### src/rtl/inv_mix_column_pkg.sv
// Shared types and constants for the AES inverse column mix block.
package inv_mix_column_pkg;

    typedef enum logic [1:0] {
        LOAD,
        CALC,
        OUT
    } state_e;

    typedef enum logic [1:0] {
        MUL_09,
        MUL_0B,
        MUL_0D,
        MUL_0E
    } mul_sel_e;

    localparam logic [7:0] GF_RED = 8'h1B;

    localparam logic [7:0] INV_ROW [4] = '{8'h0E, 8'h0B, 8'h0D, 8'h09};

    function automatic logic [7:0] xtime(input logic [7:0] v);
        return {v[6:0], 1'b0} ^ (v[7] ? GF_RED : 8'h00);
    endfunction

    function automatic mul_sel_e coef_sel(input logic [7:0] c);
        mul_sel_e s;
        case (c)
            8'h0B:   s = MUL_0B;
            8'h0D:   s = MUL_0D;
            8'h0E:   s = MUL_0E;
            default: s = MUL_09;
        endcase
        return s;
    endfunction

endpackage

### src/rtl/inv_mix_column_gf_mul_const.sv
// Multiply a byte by one of the inverse-row constants in GF(2^8),
// built from a shared xtime chain.
module gf_mul_const
    import inv_mix_column_pkg::*;
(
    input  logic [7:0] v_i,
    input  mul_sel_e   sel_i,
    output logic [7:0] p_o
);

    logic [7:0] x2;
    logic [7:0] x4;
    logic [7:0] x8;

    assign x2 = xtime(v_i);
    assign x4 = xtime(x2);
    assign x8 = xtime(x4);

    always_comb begin
        p_o = '0;
        unique case (sel_i)
            MUL_09: p_o = x8 ^ v_i;
            MUL_0B: p_o = x8 ^ x2 ^ v_i;
            MUL_0D: p_o = x8 ^ x4 ^ v_i;
            MUL_0E: p_o = x8 ^ x4 ^ x2;
        endcase
    end

endmodule

### src/rtl/inv_mix_column.sv
// Byte-serial AES inverse MixColumns: load four bytes, compute
// one result byte per cycle, then stream the column out.
module inv_mix_column
    import inv_mix_column_pkg::*;
(
    input  logic       clk,
    input  logic       rst,
    input  logic       in_valid,
    input  logic [7:0] in_byte,
    output logic       in_ready,
    output logic       out_valid,
    output logic [7:0] out_byte,
    input  logic       out_ready,
    output logic       busy
);

    state_e     state_q;
    logic [1:0] cnt_q;
    logic [7:0] a_q [4];
    logic [7:0] b_q [4];
    logic       ov_q;
    logic [7:0] ob_q;

    logic [7:0] prod [4];
    logic [7:0] b_d;

    // Lane j multiplies a[cnt+j] by the j-th row coefficient.
    for (genvar j = 0; j < 4; j++) begin : g_mul
        logic [1:0] idx;
        assign idx = cnt_q + 2'(j);
        gf_mul_const u_mul (
            .v_i   (a_q[idx]),
            .sel_i (coef_sel(INV_ROW[j])),
            .p_o   (prod[j])
        );
    end

    assign b_d = prod[0] ^ prod[1] ^ prod[2] ^ prod[3];

    always_ff @(posedge clk or negedge rst) begin
        if (!rst) begin
            state_q <= LOAD;
            cnt_q   <= '0;
            ov_q    <= 1'b0;
            ob_q    <= '0;
            for (int i = 0; i < 4; i++) begin
                a_q[i] <= '0;
                b_q[i] <= '0;
            end
        end else begin
            unique case (state_q)
                LOAD: begin
                    if (in_valid) begin
                        a_q[cnt_q] <= in_byte;
                        cnt_q      <= cnt_q + 2'd1;
                        if (cnt_q == 2'd3) state_q <= CALC;
                    end
                end
                CALC: begin
                    b_q[cnt_q] <= b_d;
                    cnt_q      <= cnt_q + 2'd1;
                    if (cnt_q == 2'd3) state_q <= OUT;
                end
                OUT: begin
                    // First OUT cycle only primes the output register.
                    if (!ov_q) begin
                        ov_q <= 1'b1;
                        ob_q <= b_q[cnt_q];
                    end else if (out_ready) begin
                        if (cnt_q == 2'd3) begin
                            state_q <= LOAD;
                            ov_q    <= 1'b0;
                            cnt_q   <= '0;
                        end else begin
                            cnt_q <= cnt_q + 2'd1;
                            ob_q  <= b_q[cnt_q + 2'd1];
                        end
                    end
                end
                default: state_q <= LOAD;
            endcase
        end
    end

    assign in_ready  = (state_q == LOAD);
    assign busy      = (state_q != LOAD);
    assign out_valid = ov_q;
    assign out_byte  = ob_q;

endmodule

### config.mk
export PLATFORM = sky130hd
export DESIGN_NAME = inv_mix_column
export DESIGN_NICKNAME = d
export VERILOG_FILES = /design/src/rtl/inv_mix_column_pkg.sv /design/src/rtl/inv_mix_column_gf_mul_const.sv /design/src/rtl/inv_mix_column.sv
export SDC_FILE = /design/constraint.sdc
export NUM_CORES = 1
export LEC_CHECK = 0
export CORE_MARGIN = 2
export CORE_UTILIZATION = 34
export CTS_BUF_LIST = sky130_fd_sc_hd__clkbuf_8
export DETAILED_ROUTE_END_ITERATION = 6
export SYNTH_ARGS = -nofsm -noshare
export SYNTH_HDL_FRONTEND = slang
export SYNTH_SLANG_ARGS = --single-unit
### constraint.sdc
create_clock -name clk -period 4.1 [get_ports clk]
set_clock_uncertainty 0.15 [all_clocks]
set_input_delay 0.82 -clock clk [delete_from_list [all_inputs] [get_ports clk]]
set_output_delay 0.82 -clock clk [all_outputs]
set_load 0.05 [all_outputs]
; After elaboration in Yosys (flattened, before gate mapping)
; Cells that the tools add are included.
[totals]
ff_bits = 77
in_bits = 12
out_inout_bits = 11
wordCells = 117
[classes]
n_addsub = 3
magnitude_cmp = 5
eq_ne = 11
mux = 52
bitwise_logic = 26
reduce_logical = 8
[ops]
columns = operator, count
row1 = XOR 8 bit, 22
row2 = 2-to-1 mux 8 bit, 16
row3 = binary-select mux 8 bit (select 2 bit), 6
row4 = bitwise mux 32 bit, 2
row5 = 2-to-1 mux 5 bit, 12
row6 = 2-to-1 mux 2 bit, 10
row7 = demux 8 bit (select 2 bit), 1
row8 = "!= test 2 bit, second input constant", 7
row9 = ">= comparator 3 bit, second input constant", 4
row10 = inverter 2 -> 3 bit, 4
row11 = one-hot mux 2 bit (3 select lines), 2
row12 = AND reduction 6 bit, 1
row13 = "adder 2 bit, second input constant", 2
row14 = "equality test 2 bit, second input constant", 2
row15 = AND reduction 4 bit, 1
row16 = "< comparator 3 x 1 -> 1 bit, second input constant", 1
row17 = 2-to-1 mux 1 bit, 3
row18 = AND reduction 3 bit, 1
row19 = nonzero test 3 bit, 1
row20 = "adder 2 x 1 -> 2 bit, second input constant", 1
row21 = "equality test 2 x 1 -> 1 bit, second input constant", 1
row22 = zero test 2 bit, 1
row23 = "!= test 2 x 1 -> 1 bit, second input constant", 1
row24 = AND reduction 2 bit, 1
row25 = 2 further kinds, 2

; Longest topological paths before layout
; Gate-level depths: netlist of the first run.
[logic_depth]
ltp_word = 17
depth_mapped = 12
ltp_nobuf = 8

; Cells and area by module
; From an unflattened synthesis of the first run, not the netlist that was laid out.
[hier_totals]
hier_cells = 777
area_unflattened_um2 = 7666.1
[modules_own_cells]
columns = mod, n_inst, cells_each, area_per_inst_um2, seq_area_each_um2
row1 = inv_mix_column, 1, 373, 4808.4, 1926.8
row2 = gf_mul_const, 4, 101, 714.4, 0.0

; Worst setup path after synthesis of the first run
; Ideal clock, no wire load.
[synth_path]
path_kind = flip-flop to flip-flop
start = reg cnt_q[1]
end = reg b_q[13] in the netlist's numbering
setup_ps = 128
arrival_time_ps = 3389
required_ps = 3822
slack_ps = 433
path_stages_with_launch = 12
path_buffers = 4
period_less_slack_ps = 3667
path_cell_list = dfrtp_1 buf_2 buf_2 buf_1 inv_1 ha_1 buf_2 mux4_2 xnor2_1 xnor3_1 xnor2_1 o21ai_1
[synth_between]
elab_chain_cells = 15
word_cells_on_any_way = 55
cone_classes = 3 x add/sub / 2 x order compare / 23 x mux / 26 x bitwise / 1 x reduce/logical
[synth_rtl]
columns = element, line
row1 = start: declaration, inv_mix_column.sv:18  ; logic [1:0] cnt_q;
row2 = start signal: assignment, inv_mix_column.sv:55  ; cnt_q <= cnt_q + 2'd1;
row3 = start signal: assignment, inv_mix_column.sv:61  ; cnt_q <= cnt_q + 2'd1;
row4 = start signal: assignment, inv_mix_column.sv:75  ; cnt_q <= cnt_q + 2'd1;
row5 = adder 2 x 1 -> 2 bit, inv_mix_column.sv:30  ; assign idx = cnt_q + 2'(j);
row6 = inverter 2 -> 3 bit (not written as such), inv_mix_column.sv:32  ; .v_i (a_q[idx]),
row7 = binary-select mux 8 bit (select 2 bit), inv_mix_column.sv:32
row8 = 2-to-1 mux 8 bit (not written as such) (2 in a row), inv_mix_column.sv:32
row9 = 2-to-1 mux 5 bit / XOR 8 bit (equally long branches), inv_mix_column_pkg.sv:22  ; return {v[6:0], 1'b0} ^ (v[7] ? GF_RED : 8'h00);
row10 = XOR 8 bit / 2-to-1 mux 5 bit (equally long branches), inv_mix_column_pkg.sv:22
row11 = XOR 8 bit (2 in a row), inv_mix_column_pkg.sv:22
row12 = XOR 8 bit (2 in a row), inv_mix_column_gf_mul_const.sv:23  ; MUL_0B: p_o = x8 ^ x2 ^ v_i;
row13 = XOR 8 bit (3 in a row), inv_mix_column.sv:38  ; assign b_d = prod[0] ^ prod[1] ^ prod[2] ^ prod[3];
row14 = bitwise mux 32 bit *, inv_mix_column.sv:60  ; b_q[cnt_q] <= b_d;
row15 = end signal: indexed assignment, inv_mix_column.sv:48  ; b_q[i] <= '0;
row16 = end signal: indexed assignment, inv_mix_column.sv:60
row17 = end: declaration, inv_mix_column.sv:20  ; logic [7:0] b_q [4];
; Mark *: on every way between the ends. The rest lies on a longest branch, timed or not. The select of a mux whose other input is x is not followed.
; A chain may end at the register's enable or synchronous reset.

; Final worst setup path of the first run
[layout_path]
start = reg cnt_q[0]
end = reg b_q[20] in the netlist's numbering
[layout_between]
elab_chain_cells = 15
word_cells_on_any_way = 58
cone_classes = 3 x add/sub / 2 x order compare / 26 x mux / 26 x bitwise / 1 x reduce/logical
[layout_rtl]
columns = element, line
row1 = adder 2 x 1 -> 2 bit, inv_mix_column.sv:30
row2 = inverter 2 -> 3 bit (not written as such), inv_mix_column.sv:32
row3 = binary-select mux 8 bit (select 2 bit), inv_mix_column.sv:32
row4 = 2-to-1 mux 8 bit (not written as such) (2 in a row), inv_mix_column.sv:32
row5 = XOR 8 bit, inv_mix_column_pkg.sv:22
row6 = 2-to-1 mux 5 bit / XOR 8 bit (equally long branches), inv_mix_column_pkg.sv:22
row7 = XOR 8 bit / 2-to-1 mux 5 bit (equally long branches), inv_mix_column_pkg.sv:22
row8 = XOR 8 bit, inv_mix_column_pkg.sv:22
row9 = XOR 8 bit (2 in a row), inv_mix_column_gf_mul_const.sv:23
row10 = XOR 8 bit (3 in a row), inv_mix_column.sv:38
row11 = bitwise mux 32 bit *, inv_mix_column.sv:60
; Marks and branches as above.

==> results of run 1 <==
[worst max-delay path, stage by stage, from the launching register on]
cell and delay [ns]:
dfrtp_2 0.37, buf_4 0.33, mux4_1 0.74, xnor3_2 0.47
xor2_2 0.21, xnor3_1 0.48, xor2_2 0.28, o21ai_1 0.09
[layout make-up]
type / count / area share [%]
multi-input combinational: 271 / 52.3
tap: 180 / 4.16
clock buffer: 9 / 2.29
clock inverter: 7 / 0.763
timing repair buffer: 27 / 4.71
sequential: 77 / 35.6
inverter: 3 / 0.208
[sequential cells by signal, indices dropped and copies added, names as in the netlist]
register	flops
state_q	2
out_valid	1
out_byte	8
a_q	32
b_q	32
cnt_q	2
[worst min path at each step]
stage,to,slack (ns)
6_report,b_q[11],0.36
5_1_grt,state_q[0],0.39
4_1_cts,b_q[11],0.36
3_5_place_dp,b_q[11],0.35
3_3_place_gp,b_q[25],0.32
2_1_floorplan,b_q[10],0.31
[metrics by stage]
| stage | setup WS (ns) | utilization, % | instance area (sq um) | instances |
|---|---|---|---|---|
| after global placement | 0.883 | 37.7 | 5250 | 558 |
| after CTS | 0.814 | 38.9 | 5410 | 574 |
| after floorplan | 0.433 | - | 4870 | 371 |
| after global routing | 0.712 | 38.9 | 5410 | 574 |
| final | 0.846 | 38.9 | 5410 | 574 |
| after detailed placement | 0.828 | 37.7 | 5250 | 558 |
[Yosys cell counts, types with 5 or more instances]
master	instances
buf_2	5
clkbuf_1	7
mux2i_1	15
xnor3_1	9
nand2_1	44
a21oi_1	10
xnor2_1	32
o21ai_0	26
nor2_1	10
mux2_2	33
mux4_2	41
dfrtp_1	77
o21ai_1	9
xor2_1	20
[routing by layer]
layer,up-vias,GRT usage (%)
met3,9,3.02
met1,1539,18.4
met5,-,0
met2,31,24.2
li1,1390,-
met4,0,4.40
[kinds of logic (layout without fill, tap and decap cells)]
| group | count (synthesis) | in the layout | synth area share [%] |
|---|---|---|---|
| AO/OA/AOI/OAI | 46 | 46 | 4.78 |
| XOR/XNOR | 65 | 65 | 15.2 |
| adder cells (fa/ha/maj) | 4 | 4 | 1.03 |
| buffers and inverters | 23 | 46 | 2.36 |
| flip-flops | 77 | 77 | 39.6 |
| multiplexers | 93 | 93 | 31.8 |
| AND/OR/NAND/NOR | 63 | 63 | 5.29 |
==> metrics, run 1 <==
# setup viols final=0; highest routed metal layer=met4; syn avg cell area=13.1 sq um; routed length on met1=4470 microns; Unique masters post-synth=28; Top FF cell, synth=dfrtp_1; sequential share of the synthesized area=39.6%; Hold Path Depth=2; CTS tree=built; worst min path class=register to register; CTS buffer count=9; first-pass GRT wire length=16400 microns; fin. max-slew vios=0; flop-to-flop setup slack=0.85 ns; routability congestion estimate=0.836; via count=2969; CTS root buf=clkbuf_8; fin crit period=3.25 ns; Fill cells=1315; Worst setup SP type=register; Core Area=13900 sq um; initial antenna violation count=0; Setup crit end=b_q[20]; footprint of the multi-input gates=2830 sq um; met2 WL=5100 microns; syn_nets=387; Post-synth EDFFs=0; starting density of the core=35.0%; Row Count=43; commonest non-fill, non-tap cell in the layout=dfrtp_1; min-delay src=b_q[11]; Slew headroom=23.5%; clk sinks=77; leading cell types in the layout, fill and taps excluded=76 x dfrtp_1, 44 x nand2_1, 41 x mux4_2, 33 x mux2_2, 32 x xnor2_1; Slew @ Worst Pin=1.15 ns; Resize count post-CTS=0; largest area contributor in the netlist=dfrtp_1; Routed WL=9930 microns; via-per-instance ratio=5.17; synthesized area=4870 sq um; Worst R2R End=b_q[20]; antenna-violating nets left=0; DRC violations left=0; Final Cycle Share=79.4%; die width=124 microns; hold slack=0.361 ns; top-area cell type share of the netlist area=39.6%; RSZ-0062 raised after global routing=no; Reg2Reg Launch Point=cnt_q[0]; top cells by area, synth=dfrtp_1 40%, mux4_2 19%, mux2_2 7.6%; Area growth syn-to-layout=11.1%; antenna diode count=0; DR WL met3=235 microns; flip-flop and latch area=1930 sq um; vias in the first global route=3057; violation count after the first detailed-route iteration=128; clock slew at reported path FFs=0.08 ns; largest net degree at the start of global routing=78; router iterations before antenna repair=4; clk_lat worst skew=0.36 ns; grt total ovfl=0; setup TNS=0 ns; CP Data Required Time=4.18 ns; final hold viol count=0; routed len/inst=17.3 microns; die area=15300 sq um; critical path arrival=3.33 ns; boundary pin count=23; HPWL Detailed=6990 microns; asr flop ratio synth=100%; Post-CTS Setup Bufs=0; CTS Hold Bufs=0; post-synthesis sequential element count=77; Cells after Synth=371; max frequency=0.307 GHz; kind of critical path=register to register; Die Y=124 microns; Final nets=405; CTS H-tree depth=3; Total GRT Usage=14.3%; critical path fanouts, max=23; layout cells sized above 1=25.6%; clk buf depth=2; reg2reg path depth=7; crit path capture type=register; Yosys warnings=0; max_cap viols=0; crit path from=cnt_q[0]; status=finished clean; number of port buffers=22
Power of run 1 is left out: the tool's default activity adds up to more than one toggle a clock period on the data nets, which glitch-free logic cannot reach.
==> run 2: changes to the inputs <==
- clock period: 4.1 -> 3 ns (I/O delays scaled with it)
==> run 2 against run 1 <==
Net effect:
- non-clock buffer count up 23
- via count increased by 3.0%
- critical endpoint is now b_q[4]
- global-route usage increased by 0.38 points
- cell count up 4.0%
- largest cell class unchanged
- die area unchanged
==> metrics, run 2 (synthesis results as in run 1) <==
status=finished clean (unchanged); DP Cell Count=571 (was 558); reg2reg path depth=8 (was 7); leading cell types in the layout, fill and taps excluded=76 x dfrtp_1, 44 x nand2_1, 43 x mux4_2, 33 x mux2_2 (was 76 x dfrtp_1, 44 x nand2_1, 41 x mux4_2, 33 x mux2_2, 32 x xnor2_1); layout cells sized above 1=32.4% (was 25.6%); Routed WL=10100 microns (was 9930 microns); initial antenna violation count=0 (unchanged); peak-usage layer in the global routing report=met2 (unchanged); via count=3058 (was 2969); antenna-violating nets left=0 (unchanged); kind of critical path=register to register (unchanged); vias in the first global route=3154 (was 3057); number of port buffers=22 (unchanged); max frequency=0.344 GHz (was 0.307 GHz); critical path arrival=2.99 ns (was 3.33 ns); clk sinks=77 (unchanged); CTS buffer count=9 (unchanged); worst min path class=primary input to asynchronous set/reset pin (was register to register); max_cap viols=0 (unchanged); Slew headroom=44.7% (was 23.5%); Area growth syn-to-layout=17.5% (was 11.1%); boundary pin count=23 (unchanged); fin crit period=2.91 ns (was 3.25 ns); antenna diode count=0 (unchanged); routed len/inst=16.9 microns (was 17.3 microns); Final Cycle Share=97.0% (was 79.4%); # setup viols final=0 (unchanged); M1 GR Usage=19.1% (was 18.4%); CTS H-tree depth=3 (unchanged); CP Data Required Time=3.08 ns (was 4.18 ns); crit path capture type=register (unchanged); grt total ovfl=0 (unchanged); final hold viol count=0 (unchanged); DRC violations left=0 (unchanged); CTS root buf=clkbuf_8 (unchanged); router iterations before antenna repair=6 (was 4); die area=15300 sq um (unchanged); starting density of the core=35.0% (unchanged); die width=124 microns (unchanged); via-per-instance ratio=5.12 (was 5.17); critical path fanouts, max=8 (was 23); Slew @ Worst Pin=0.830 ns (was 1.15 ns); Total GRT Usage=14.7% (was 14.3%); met2 global-route usage=24.5% (was 24.2%); clk_lat worst skew=0.36 ns (about the same); routability congestion estimate=0.828 (was 0.836); RSZ-0062 raised after global routing=no (unchanged); violation count after the first detailed-route iteration=147 (was 128); final non-filler cell total=597 (was 574); clk buf depth=2 (unchanged); Worst setup SP type=register (unchanged); Core Area=13900 sq um (unchanged); largest net degree at the start of global routing=65 (was 78); Final nets=428 (was 405); commonest non-fill, non-tap cell in the layout=dfrtp_1 (unchanged); clock slew at reported path FFs=0.08 ns (about the same); Row Count=43 (unchanged); first-pass GRT wire length=16800 microns (was 16400 microns); GR Layer Usage met3=3.21% (was 3.02%); HPWL Detailed=7330 microns (was 6990 microns); CTS tree=built (unchanged); fin. max-slew vios=0 (unchanged); Die Y=124 microns (unchanged)
==> run 2: repair_timing <==
item                       in CTS  in global routing
setup endpoints to repair       0                 11
setup buffers                   0                 10
hold buffers                    0                  0
resized for setup               0                  4
==> run 2: area by class of cell <==
class / instances / area (sq um)
Multi-Input combinational cell: 271 / 2890
Timing Repair Buffer: 50 / 453
Inverter: 3 / 18.8
Tap cell: 180 / 225
Fill cell: 1317 / 8210
Clock buffer: 11 / 151
Clock inverter: 5 / 58.8
Sequential cell: 77 / 1930
==> run 2: final timing paths <==
| path | end | from | slack [ns] |
|---|---|---|---|
| min in group clk | b_q[9] | b_q[9] | 0.35 |
| hold reg to reg | b_q[9] | b_q[9] | 0.35 |
| setup reg to reg | b_q[4] | cnt_q[0] | 0.09 |
| max in group asynchronous | b_q[10] | rst | 1.88 |
| setup / recovery | b_q[4] | cnt_q[0] | 0.09 |
| hold / removal | out_byte[7] | rst | 0.16 |
==> run 2: through the flow <==
step           util, %  hold WS, ns  setup TNS [ns]  setup WS (ns)  instance area (sq um)
6_report          41.1        0.162               0         0.0895                   5720
5_1_grt           41.1        0.238               0        0.00123                   5720
4_1_cts           40.4        0.190               0         0.0509                   5630
3_5_place_dp      38.9        0.338               0         0.0620                   5420
2_1_floorplan        -        0.154          -0.590         -0.145                   4970
3_3_place_gp      38.9        0.327               0          0.125                   5420
==> run 2: worst max-delay path, cell delays in order, from the launching register on <==
cell and delay (ns):
dfrtp_2 0.46, buf_12 0.15, buf_4 0.14, mux4_2 0.52
xnor3_2 0.42, xor2_2 0.18, xnor3_1 0.45, xor2_2 0.21
o21ai_1 0.09
==> run 2: metal layers <==
layer	routed length, microns	share of wire (%)	up-vias
li1	-	-	1435
met1	4600	46	1569
met2	5090	50	43
met3	266	2.6	11
met4	127	1.3	0
met5	0	0	-
Power of run 2 is left out for the same reason.
